[src/rtl/register_file_master_if.sv]
// Bus bundle between the frame parser (master side) and its serial link / register file (slave side).
interface register_file_master_if #(
    parameter int DATA_WIDTH    = 8,
    parameter int ADDRESS_WIDTH = 4
);
    logic [DATA_WIDTH-1:0]    rx_data;
    logic                     rx_data_valid;
    logic [ADDRESS_WIDTH-1:0] address;
    logic                     write_enable;
    logic                     read_enable;
    logic [DATA_WIDTH-1:0]    write_data;
    logic [DATA_WIDTH-1:0]    read_data;
    logic                     read_data_valid;
    logic [DATA_WIDTH-1:0]    tx_data;
    logic                     tx_data_valid;
    logic                     tx_ready;
    logic                     error;

    modport master (
        input  rx_data, rx_data_valid, read_data, read_data_valid, tx_ready,
        output address, write_enable, read_enable, write_data, tx_data, tx_data_valid, error
    );

    modport slave (
        output rx_data, rx_data_valid, read_data, read_data_valid, tx_ready,
        input  address, write_enable, read_enable, write_data, tx_data, tx_data_valid, error
    );
endinterface

[src/rtl/register_file_master.sv]
// Byte-serial command frame parser driving register_file write/read strobes and returning read bytes.
// Optional READ_TIMEOUT_EN: abandon a read after TIMEOUT_CYCLES cycles without read_data_valid.
module register_file_master #(
    parameter int                    DATA_WIDTH          = 8,
    parameter int                    REGISTER_FILE_DEPTH = 16,
    parameter logic [DATA_WIDTH-1:0] WRITE_CMD           = 8'hAA,
    parameter logic [DATA_WIDTH-1:0] READ_CMD            = 8'hBB,
    parameter int                    TIMEOUT_CYCLES      = 16
) (
    input  logic                   clk,
    input  logic                   reset,
    register_file_master_if.master bus
);
    localparam int ADDRESS_WIDTH = $clog2(REGISTER_FILE_DEPTH);

    // The 8-bit timeout counter bounds TIMEOUT_CYCLES; address must fit inside a frame byte.
    if (TIMEOUT_CYCLES < 1 || TIMEOUT_CYCLES > 256 || ADDRESS_WIDTH > DATA_WIDTH) begin : g_bad_params
        $error("register_file_master: unsupported parameter combination");
    end

    typedef enum logic [2:0] {
        IDLE, WR_ADDR, WR_DATA, WR_ISSUE, RD_ADDR, RD_ISSUE, RD_WAIT, TX_HOLD
    } state_t;

    state_t                   state, state_next;
    logic [ADDRESS_WIDTH-1:0] address_q, address_next;
    logic [DATA_WIDTH-1:0]    write_data_q, write_data_next;
    logic [DATA_WIDTH-1:0]    tx_data_q, tx_data_next;
    logic                     write_enable_q, write_enable_next;
    logic                     read_enable_q, read_enable_next;
    logic                     tx_data_valid_q, tx_data_valid_next;
    logic                     error_q, error_next;
    logic                     address_bad;

`ifdef READ_TIMEOUT_EN
    logic [7:0] timeout_count, timeout_count_next;
`endif

    assign address_bad = (bus.rx_data >> ADDRESS_WIDTH) != '0;

    always_comb begin
        state_next         = state;
        address_next       = address_q;
        write_data_next    = write_data_q;
        tx_data_next       = tx_data_q;
        write_enable_next  = 1'b0;
        read_enable_next   = 1'b0;
        tx_data_valid_next = tx_data_valid_q;
        error_next         = 1'b0;
`ifdef READ_TIMEOUT_EN
        timeout_count_next = timeout_count;
`endif
        case (state)
            IDLE: begin
                if (bus.rx_data_valid) begin
                    if (bus.rx_data == WRITE_CMD)     state_next = WR_ADDR;
                    else if (bus.rx_data == READ_CMD) state_next = RD_ADDR;
                    else                              error_next = 1'b1;
                end
            end
            WR_ADDR, RD_ADDR: begin
                if (bus.rx_data_valid) begin
                    address_next = bus.rx_data[ADDRESS_WIDTH-1:0];
                    if (address_bad) begin
                        error_next = 1'b1;
                        state_next = IDLE;
                    end else if (state == WR_ADDR) begin
                        state_next = WR_DATA;
                    end else begin
                        read_enable_next = 1'b1;
                        state_next       = RD_ISSUE;
                    end
                end
            end
            WR_DATA: begin
                if (bus.rx_data_valid) begin
                    write_data_next   = bus.rx_data;
                    write_enable_next = 1'b1;
                    state_next        = WR_ISSUE;
                end
            end
            // From here on a transaction is in flight: stray bytes are dropped and flagged.
            WR_ISSUE: begin
                error_next = bus.rx_data_valid;
                state_next = IDLE;
            end
            RD_ISSUE: begin
                error_next = bus.rx_data_valid;
                state_next = RD_WAIT;
`ifdef READ_TIMEOUT_EN
                timeout_count_next = 8'd0;
`endif
            end
            RD_WAIT: begin
                error_next = bus.rx_data_valid;
                if (bus.read_data_valid) begin
                    tx_data_next       = bus.read_data;
                    tx_data_valid_next = 1'b1;
                    state_next         = TX_HOLD;
                end
`ifdef READ_TIMEOUT_EN
                else if (timeout_count == 8'(TIMEOUT_CYCLES - 1)) begin
                    error_next = 1'b1;
                    state_next = IDLE;
                end else begin
                    timeout_count_next = timeout_count + 8'd1;
                end
`endif
            end
            TX_HOLD: begin
                error_next = bus.rx_data_valid;
                if (bus.tx_ready) begin
                    tx_data_valid_next = 1'b0;
                    state_next         = IDLE;
                end
            end
            default: state_next = IDLE;
        endcase
    end

    always_ff @(posedge clk or negedge reset) begin
        if (!reset) begin
            state           <= IDLE;
            address_q       <= '0;
            write_data_q    <= '0;
            tx_data_q       <= '0;
            write_enable_q  <= 1'b0;
            read_enable_q   <= 1'b0;
            tx_data_valid_q <= 1'b0;
            error_q         <= 1'b0;
        end else begin
            state           <= state_next;
            address_q       <= address_next;
            write_data_q    <= write_data_next;
            tx_data_q       <= tx_data_next;
            write_enable_q  <= write_enable_next;
            read_enable_q   <= read_enable_next;
            tx_data_valid_q <= tx_data_valid_next;
            error_q         <= error_next;
        end
    end

`ifdef READ_TIMEOUT_EN
    always_ff @(posedge clk or negedge reset) begin
        if (!reset) timeout_count <= 8'd0;
        else        timeout_count <= timeout_count_next;
    end
`endif

    assign bus.address       = address_q;
    assign bus.write_data    = write_data_q;
    assign bus.tx_data       = tx_data_q;
    assign bus.write_enable  = write_enable_q;
    assign bus.read_enable   = read_enable_q;
    assign bus.tx_data_valid = tx_data_valid_q;
    assign bus.error         = error_q;
endmodule

[src/flat_wrapper.sv]
// flat-port wrapper written by rule: the top's interface ports become plain ports
module register_file_master_flat 
#(
    parameter int                    DATA_WIDTH          = 8,
    parameter int                    REGISTER_FILE_DEPTH = 16,
    parameter logic [DATA_WIDTH-1:0] WRITE_CMD           = 8'hAA,
    parameter logic [DATA_WIDTH-1:0] READ_CMD            = 8'hBB,
    parameter int                    TIMEOUT_CYCLES      = 16
)
  (clk, reset, bus_rx_data, bus_rx_data_valid, bus_read_data, bus_read_data_valid, bus_tx_ready, bus_address, bus_write_enable, bus_read_enable, bus_write_data, bus_tx_data, bus_tx_data_valid, bus_error);
  register_file_master_if #(.DATA_WIDTH(DATA_WIDTH), .ADDRESS_WIDTH((4))) bus_i ();
  input  logic clk;
  input  logic reset;
  input wire logic [$bits(bus_i.rx_data)-1:0] bus_rx_data;
  input wire logic [$bits(bus_i.rx_data_valid)-1:0] bus_rx_data_valid;
  input wire logic [$bits(bus_i.read_data)-1:0] bus_read_data;
  input wire logic [$bits(bus_i.read_data_valid)-1:0] bus_read_data_valid;
  input wire logic [$bits(bus_i.tx_ready)-1:0] bus_tx_ready;
  output wire logic [$bits(bus_i.address)-1:0] bus_address;
  output wire logic [$bits(bus_i.write_enable)-1:0] bus_write_enable;
  output wire logic [$bits(bus_i.read_enable)-1:0] bus_read_enable;
  output wire logic [$bits(bus_i.write_data)-1:0] bus_write_data;
  output wire logic [$bits(bus_i.tx_data)-1:0] bus_tx_data;
  output wire logic [$bits(bus_i.tx_data_valid)-1:0] bus_tx_data_valid;
  output wire logic [$bits(bus_i.error)-1:0] bus_error;
  assign bus_i.rx_data = bus_rx_data;
  assign bus_i.rx_data_valid = bus_rx_data_valid;
  assign bus_i.read_data = bus_read_data;
  assign bus_i.read_data_valid = bus_read_data_valid;
  assign bus_i.tx_ready = bus_tx_ready;
  assign bus_address = bus_i.address;
  assign bus_write_enable = bus_i.write_enable;
  assign bus_read_enable = bus_i.read_enable;
  assign bus_write_data = bus_i.write_data;
  assign bus_tx_data = bus_i.tx_data;
  assign bus_tx_data_valid = bus_i.tx_data_valid;
  assign bus_error = bus_i.error;
  register_file_master #(.DATA_WIDTH(DATA_WIDTH), .REGISTER_FILE_DEPTH(REGISTER_FILE_DEPTH), .WRITE_CMD(WRITE_CMD), .READ_CMD(READ_CMD), .TIMEOUT_CYCLES(TIMEOUT_CYCLES)) u_core (.clk(clk), .reset(reset), .bus(bus_i));
endmodule
[config.mk]
export PLATFORM = sky130hd
export DESIGN_NAME = register_file_master_flat
export DESIGN_NICKNAME = d
export VERILOG_FILES = /design/src/rtl/register_file_master_if.sv /design/src/rtl/register_file_master.sv /design/src/flat_wrapper.sv
export SDC_FILE = /design/constraint.sdc
export NUM_CORES = 1
export LEC_CHECK = 0
export ABC_AREA = 1
export CAP_MARGIN = 20
export CORE_MARGIN = 1
export CORE_UTILIZATION = 40
export DETAILED_ROUTE_END_ITERATION = 10
export PLACE_DENSITY_LB_ADDON = 0.2
export SLEW_MARGIN = 20
export SYNTH_ARGS = -nofsm -noshare
export SYNTH_HDL_FRONTEND = slang
export SYNTH_SLANG_ARGS = --single-unit
[constraint.sdc]
create_clock -name clk -period 1.1 [get_ports clk]
set_input_delay 0.11 -clock clk [delete_from_list [all_inputs] [get_ports clk]]
set_output_delay 0.11 -clock clk [all_outputs]
set_load 0.05 [all_outputs]
==> out/qor.yml, run 1 <==
outcome:
  status: "complete, but fails checks"
  failed_checks: "setup timing"
cells_and_area:
  fin_cells: 278
  num_antenna_cells: 0
  fillerInstances: 206
  layout-drive-gt1-share_pct: 47.4
  area_delta_synth_final_pct: 89.2
  fin_util_pct: 79.4
  final_nets: 256
placed_design:
  place_congestion: 0.965
  portBuffers: 44
  dp_hpwl_um: 2500
  placed_cells: 265
detailed_routing:
  wl_per_cell_um: 12.8
  totalWireLength_um: 3570
  first_iter_violations: 51
  first_pass_iters: 4
  via_count: 1333
  drcViolationCount: 0
  ant_nets: 0
  avgViaCountPerCell: 4.79
synth:
  yosysTopAreaCellShare_pct: 52.7
  yosys_warnings: 0
  synth_most_common_cell: "nand2_1"
  synth_top_area_cell: "dfrtp_1"
  netlist_area_um2: 1280
  ys_seq_elements: 27
  synth.distinct_cells: 16
  yosysSeqAreaShare_pct: 52.7
  synth_edf_count: 0
  netlist_instances: 161
  synth_fp_nets: 182
  synth_common_cells: "nand2_1, dfrtp_1, inv_1, nor2_1, nand3_1"
  synth_area_leaders: "dfrtp_1, nand2_1, o21ai_2"
  ys.flop_type: "dfrtp_1"
  synthArstFlopShare_pct: 100
  syn_area_per_cell_um2: 7.96
clocking:
  clkTransAtPathRegs_ns: 0.15
  holdBufCountCts: 0
  cts_sinks: 27
  clk_latency_ns: 0.33
  h-tree-depth: 1
  clockBufferDepth: 2
  cts_root_buf: "clkbuf_4"
  cts_tree: "done"
  numCtsBuffers: 3
die:
  start_util_pct: 42.0
  dieHeight_um: 58.6
  io_pins: 45
  dieWidth_um: 58.6
  rows: 20
  core_area_um2: 3050
  die_area_um2: 3430
setup_path:
  start_kind: "flop"
  reg2reg_setup_slack_ns: -0.16
  cp-end-kind: "flop"
  rr_endpoint: "u_core.bus.tx_data[2]$_DFFE_PN0P_"
  worstRegToRegCells: 6
  crit_fanout: 6
  critical_path_class: "reg2reg"
  r2r_start: "u_core.state[0]$_DFFE_PN0P_"
  crit_start: "u_core.state[0]$_DFFE_PN0P_"
  required_ns: 1.38
  worstPathArrival_ns: 1.54
global_routing:
  grt_pass1_vias: 1314
  antenna_found_initial: 0
  grt_util_all_layers_pct: 21.2
  grt_remaining_overflow: 0
  grt_first_pass_wirelength_um: 5580
  grt_busiest_layer: "met2"
  grt.met1_usage_pct: 25.0
  grt_max_degree: 28
  met3_usage_pct: 2.86
  grtUsageMet2_pct: 37.8
power_and_ir_drop:
  internal_power_mw: 4.05
  p_switching_mw: 3.60
  power_frac_comb_pct: 67.0
  p_per_area_nw_per_um2: 3160
  vdd_drop_max_mv: 1.66
  p_seq_share_pct: 27.1
  swShare_pct: 47.1
  p_leak_nw: 1.18
  finalPower_mw: 7.66
  clkPwrFrac_pct: 5.9
timing:
  final.setup_skew_ns: 0.000906
  maxSlewHeadroom_pct: 85.1
  tightest_slew_ns: 0.224
  slew_violations: 0
  setup-violations-final: 26
  rsz0062_at_grt: "true"
  setup_ws_ns: -0.155
  hold_viol: 0
  finalCriticalPeriod_ns: 1.26
  fin_hold_ws_ns: 0.117
  clock.fmax_ghz: 0.797
  period_share_pct: 114
worst_hold_path:
  hp-class: "in2async"
flow_run:
  cap_viol_max_count: 0
==> per-layer routing <==
layer / up-vias / wire (um)
met2: 42 / 1930
met1: 638 / 1430
li1: 643 / -
met4: 0 / 65
met5: - / 0
met3: 10 / 136
==> critical path, stage by stage, from the launching register on <==
cell and delay (ns):
dfrtp_2 0.51, inv_4 0.12, nand3_4 0.08, nor2_4 0.20, buf_6 0.18, nand2_4 0.05, nand2_2 0.05
==> power groups by stage <==
stage,clock network (mW),registers [mW],logic [mW]
2_1_floorplan,0,3.15,1.05
3_3_place_gp,0,1.99,4.50
3_5_place_dp,0,2.03,4.59
4_1_cts,0.462,2.07,4.90
5_1_grt,0.509,2.12,5.41
6_report,0.451,2.08,5.13
==> cell type report <==
class / count / area (um2) / share of cell area [%]
repair buffers: 71 / 923 / 38.1
flip-flops and latches: 27 / 679 / 28.0
multi-input cells: 116 / 666 / 27.5
inverters: 16 / 70.1 / 2.89
well taps: 44 / 55.1 / 2.27
clock buffers: 3 / 22.5 / 0.929
clock inverters: 1 / 7.51 / 0.310
==> sequential cells by signal (all words and copies together) (netlist names) <==
register	flops
u_core.state	3
u_core.bus.error	1
u_core.bus.write_data	8
u_core.bus.write_enable	1
u_core.bus.tx_data	8
u_core.bus.tx_data_valid	1
u_core.bus.address	4
u_core.bus.read_enable	1
==> worst max-delay path by stage <==
stage,end,cells past startpoint
floorplan,u_core.state[0]$_DFFE_PN0P_,8
global placement,u_core.state[0]$_DFFE_PN0P_,8
detailed placement,u_core.state[0]$_DFFE_PN0P_,8
CTS,u_core.state[0]$_DFFE_PN0P_,8
global route,u_core.bus.tx_data[3]$_DFFE_PN0P_,6
finish,u_core.bus.tx_data[2]$_DFFE_PN0P_,6
==> cells by family (layout without fill, tap and decap cells) <==
group | Yosys count | in the layout | synth area share, %
compound gates | 16 | 16 | 8.30
flops | 27 | 27 | 52.7
simple gates | 100 | 100 | 32.5
buf+inv | 18 | 91 | 6.45
==> layout by cell type, fill, tap and decap left out, drive strengths merged <==
master	count
a21oi	3
buf	51
clkbuf	3
clkdlybuf4s50	20
clkinvlp	1
dfrtp	27
inv	16
nand2	73
nand3	10
nor2	16
nor3	1
o21ai	13
==> stage by stage <==
| step | instance area [um2] | setup TNS (ns) | worst slack [ns] |
|---|---|---|---|
| detailed placement | 2170 | -3.31 | -0.263 |
| global placement | 2170 | -2.54 | -0.216 |
| finish | 2420 | -2.90 | -0.155 |
| CTS | 2340 | -1.91 | -0.101 |
| global route | 2420 | -4.68 | -0.238 |
| floorplan | 1300 | -0.354 | -0.0315 |
==> repair_timing <==
action,in CTS,in global routing
setup endpoints to repair,26,32
pin swaps,10,8
gates resized for setup,37,13
buffers inserted,4,5
(Power assumes the default switching activity.)
==> run 2: changes to the inputs <==
Settings changed: SKIP_CTS_REPAIR_TIMING from default to 1.
==> out/qor.yml, run 2 (same netlist as run 1, synthesis figures left out) <==
setup_path:
  start_kind: "flop"  # unchanged
  critical_path_class: "reg2reg"  # unchanged
  crit_fanout: 6  # unchanged
  required_ns: 1.36  # was 1.38 ns
  crit_chain: "inv_2, nand2_1, nor2_2, nand2_2, a21oi_1"  # was inv_4, nand3_4, nor2_4, buf_6, nand2_4, nand2_2
  cp-end-kind: "flop"  # unchanged
  cp_slowest_cell: "dfrtp_2"  # unchanged
  worstRegToRegCells: 5  # was 6
  critPathMaxStageDelay_ns: 0.49  # was 0.51 ns
  worstPathArrival_ns: 1.56  # was 1.54 ns
timing:
  setup-violations-final: 28  # was 26
  hold_viol: 0  # unchanged
  tightest_slew_ns: 0.226  # was 0.224 ns
  slew_violations: 0  # unchanged
  period_share_pct: 118  # was 114%
  maxSlewHeadroom_pct: 84.8  # was 85.1%
  final.setup_skew_ns: 0.00550  # was 0.000906 ns
  tns_ns: -3.12  # was -2.90 ns
  clock.fmax_ghz: 0.770  # was 0.797 GHz
  rsz0062_at_grt: "true"  # unchanged
  finalCriticalPeriod_ns: 1.30  # was 1.26 ns
  setup_ws_ns: -0.198  # was -0.155 ns
clocking:
  cts_tree: "done"  # unchanged
  clk_latency_ns: 0.35  # was 0.33 ns
  h-tree-depth: 1  # unchanged
  clockBufferDepth: 2  # unchanged
  numCtsBuffers: 3  # unchanged
  clkTransAtPathRegs_ns: 0.17  # was 0.15 ns
  cts_root_buf: "clkbuf_4"  # unchanged
  cts_sinks: 27  # unchanged
detailed_routing:
  drcViolationCount: 0  # unchanged
  first_pass_iters: 4  # unchanged
  wl_per_cell_um: 14.2  # was 12.8 um
  via_count: 1353  # was 1,333
  ant_nets: 0  # unchanged
  first_iter_violations: 65  # was 51
  totalWireLength_um: 3890  # was 3570 um
  avgViaCountPerCell: 4.94  # was 4.79
global_routing:
  antenna_found_initial: 0  # unchanged
  grt_pass1_vias: 1234  # was 1,314
  grt_util_all_layers_pct: 19.9  # was 21.2%
  grt_max_degree: 28  # unchanged
  grt_remaining_overflow: 0  # unchanged
  grt_first_pass_wirelength_um: 5270  # was 5580 um
power_and_ir_drop:
  swShare_pct: 47.4  # was 47.1%
  power_frac_comb_pct: 66.2  # was 67.0%
  p_leak_nw: 1.15  # was 1.18 nW
  clkPwrFrac_pct: 6.4  # was 5.9%
  internal_power_mw: 4.04  # was 4.05 mW
  finalPower_mw: 7.68  # was 7.66 mW
  p_per_area_nw_per_um2: 3190  # was 3160 nW/um2
  p_switching_mw: 3.64  # was 3.60 mW
  vdd_drop_max_mv: 1.82  # was 1.66 mV
  p_seq_share_pct: 27.4  # was 27.1%
die:
  io_pins: 45  # unchanged
  die_area_um2: 3430  # unchanged
  core_area_um2: 3050  # unchanged
  start_util_pct: 42.0  # unchanged
  dieHeight_um: 58.6  # unchanged
  rows: 20  # unchanged
  dieWidth_um: 58.6  # unchanged
cells_and_area:
  layout-drive-gt1-share_pct: 42.6  # was 47.4%
  fin_util_pct: 78.8  # was 79.4%
  fillerInstances: 202  # was 206
  layout_common_cells: "nand2_1, buf_12, clkdlybuf4s50_1, buf_4, dfrtp_1"  # was nand2_1, buf_12, dfrtp_1, nand2_2, buf_4
  area_delta_synth_final_pct: 87.7  # was 89.2%
  final_nets: 252  # was 256
  num_antenna_cells: 0  # unchanged
  fin_cells: 274  # was 278
  layout_commonest_cell: "nand2_1"  # unchanged
  final_cell_area_um2: 2400  # was 2420 um2
placed_design:
  placed_cells: 265  # unchanged
  place_congestion: 0.965  # unchanged
  dp_hpwl_um: 2500  # unchanged
  place_area_um2: 2170  # unchanged
  portBuffers: 44  # unchanged
outcome:
  status: "complete, but fails checks"  # unchanged
  failed_checks: "setup timing"  # unchanged
flow_run:
  cap_viol_max_count: 0  # unchanged
worst_hold_path:
  hp-class: "in2async"  # unchanged
==> run 2: changes by cell type in the layout (fill, tap and decap cells not counted), moves of 2 or more <==
cell / previous run / this run
o21ai_2: 8 / 5
dfrtp_2: 3 / 9
nand2_2: 22 / 6
inv_2: 1 / 3
nand2_1: 46 / 58
nand2_4: 5 / 9
inv_4: 4 / 1
buf_4: 21 / 18
dfrtp_1: 24 / 18
buf_6: 4 / 2
o21ai_4: 0 / 2
==> run 2: metrics by stage <==
stage,setup WS [ns],hold WS (ns)
finish,-0.198,0.0897
CTS,-0.201,0.123
global route,-0.277,0.0948
global placement,-0.216,0.484
detailed placement,-0.263,0.490
floorplan,-0.0315,-0.186
==> run 2: metal layers <==
metal	global-route usage (%)	vias to the layer above	wire (um)
li1	-	636	-
met1	25.0	655	1550
met2	36.0	52	2070
met3	1.98	10	174
met4	6.12	0	105
met5	0	-	0
==> run 2: worst paths after layout <==
kind	endpoint	slack (ns)	start
hold / removal	u_core.bus.tx_data[4]$_DFFE_PN0P_	0.09	reset
setup reg to reg	u_core.bus.error$_DFF_PN0_	-0.20	u_core.state[1]$_DFFE_PN0P_
hold reg to reg	u_core.bus.tx_data[7]$_DFFE_PN0P_	0.56	u_core.bus.tx_data[7]$_DFFE_PN0P_
setup / recovery	u_core.bus.error$_DFF_PN0_	-0.20	u_core.state[1]$_DFFE_PN0P_
min in group clk	u_core.bus.tx_data[7]$_DFFE_PN0P_	0.27	bus_read_data[7]
max in group asynchronous	u_core.bus.write_data[0]$_DFFE_PN0P_	0.84	reset
==> run 2: area by class of cell <==
| cell class | instances | area, um2 | area share [%] |
|---|---|---|---|
| Tap cell | 44 | 55.1 | 2.29 |
| Timing Repair Buffer | 67 | 903 | 37.6 |
| Clock buffer | 3 | 22.5 | 0.937 |
| Inverter | 16 | 75.1 | 3.12 |
| Sequential cell | 27 | 687 | 28.6 |
| Clock inverter | 1 | 7.51 | 0.312 |
| Multi-Input combinational cell | 116 | 654 | 27.2 |
==> run 2: power by group through the flow <==
stage / registers [mW] / clock network (mW) / logic [mW]
after floorplan: 3.15 / 0 / 1.05
after global placement: 1.99 / 0 / 4.50
after detailed placement: 2.03 / 0 / 4.59
after CTS: 2.01 / 0.462 / 4.60
after global routing: 2.16 / 0.527 / 5.34
final: 2.11 / 0.489 / 5.08
==> run 2: worst max-delay path, delay by kind of cell (launching register included) <==
kind	cells	cell delay (ns)
compound gates	1	0.25
buf+inv	1	0.11
flops	1	0.49
simple gates	3	0.36
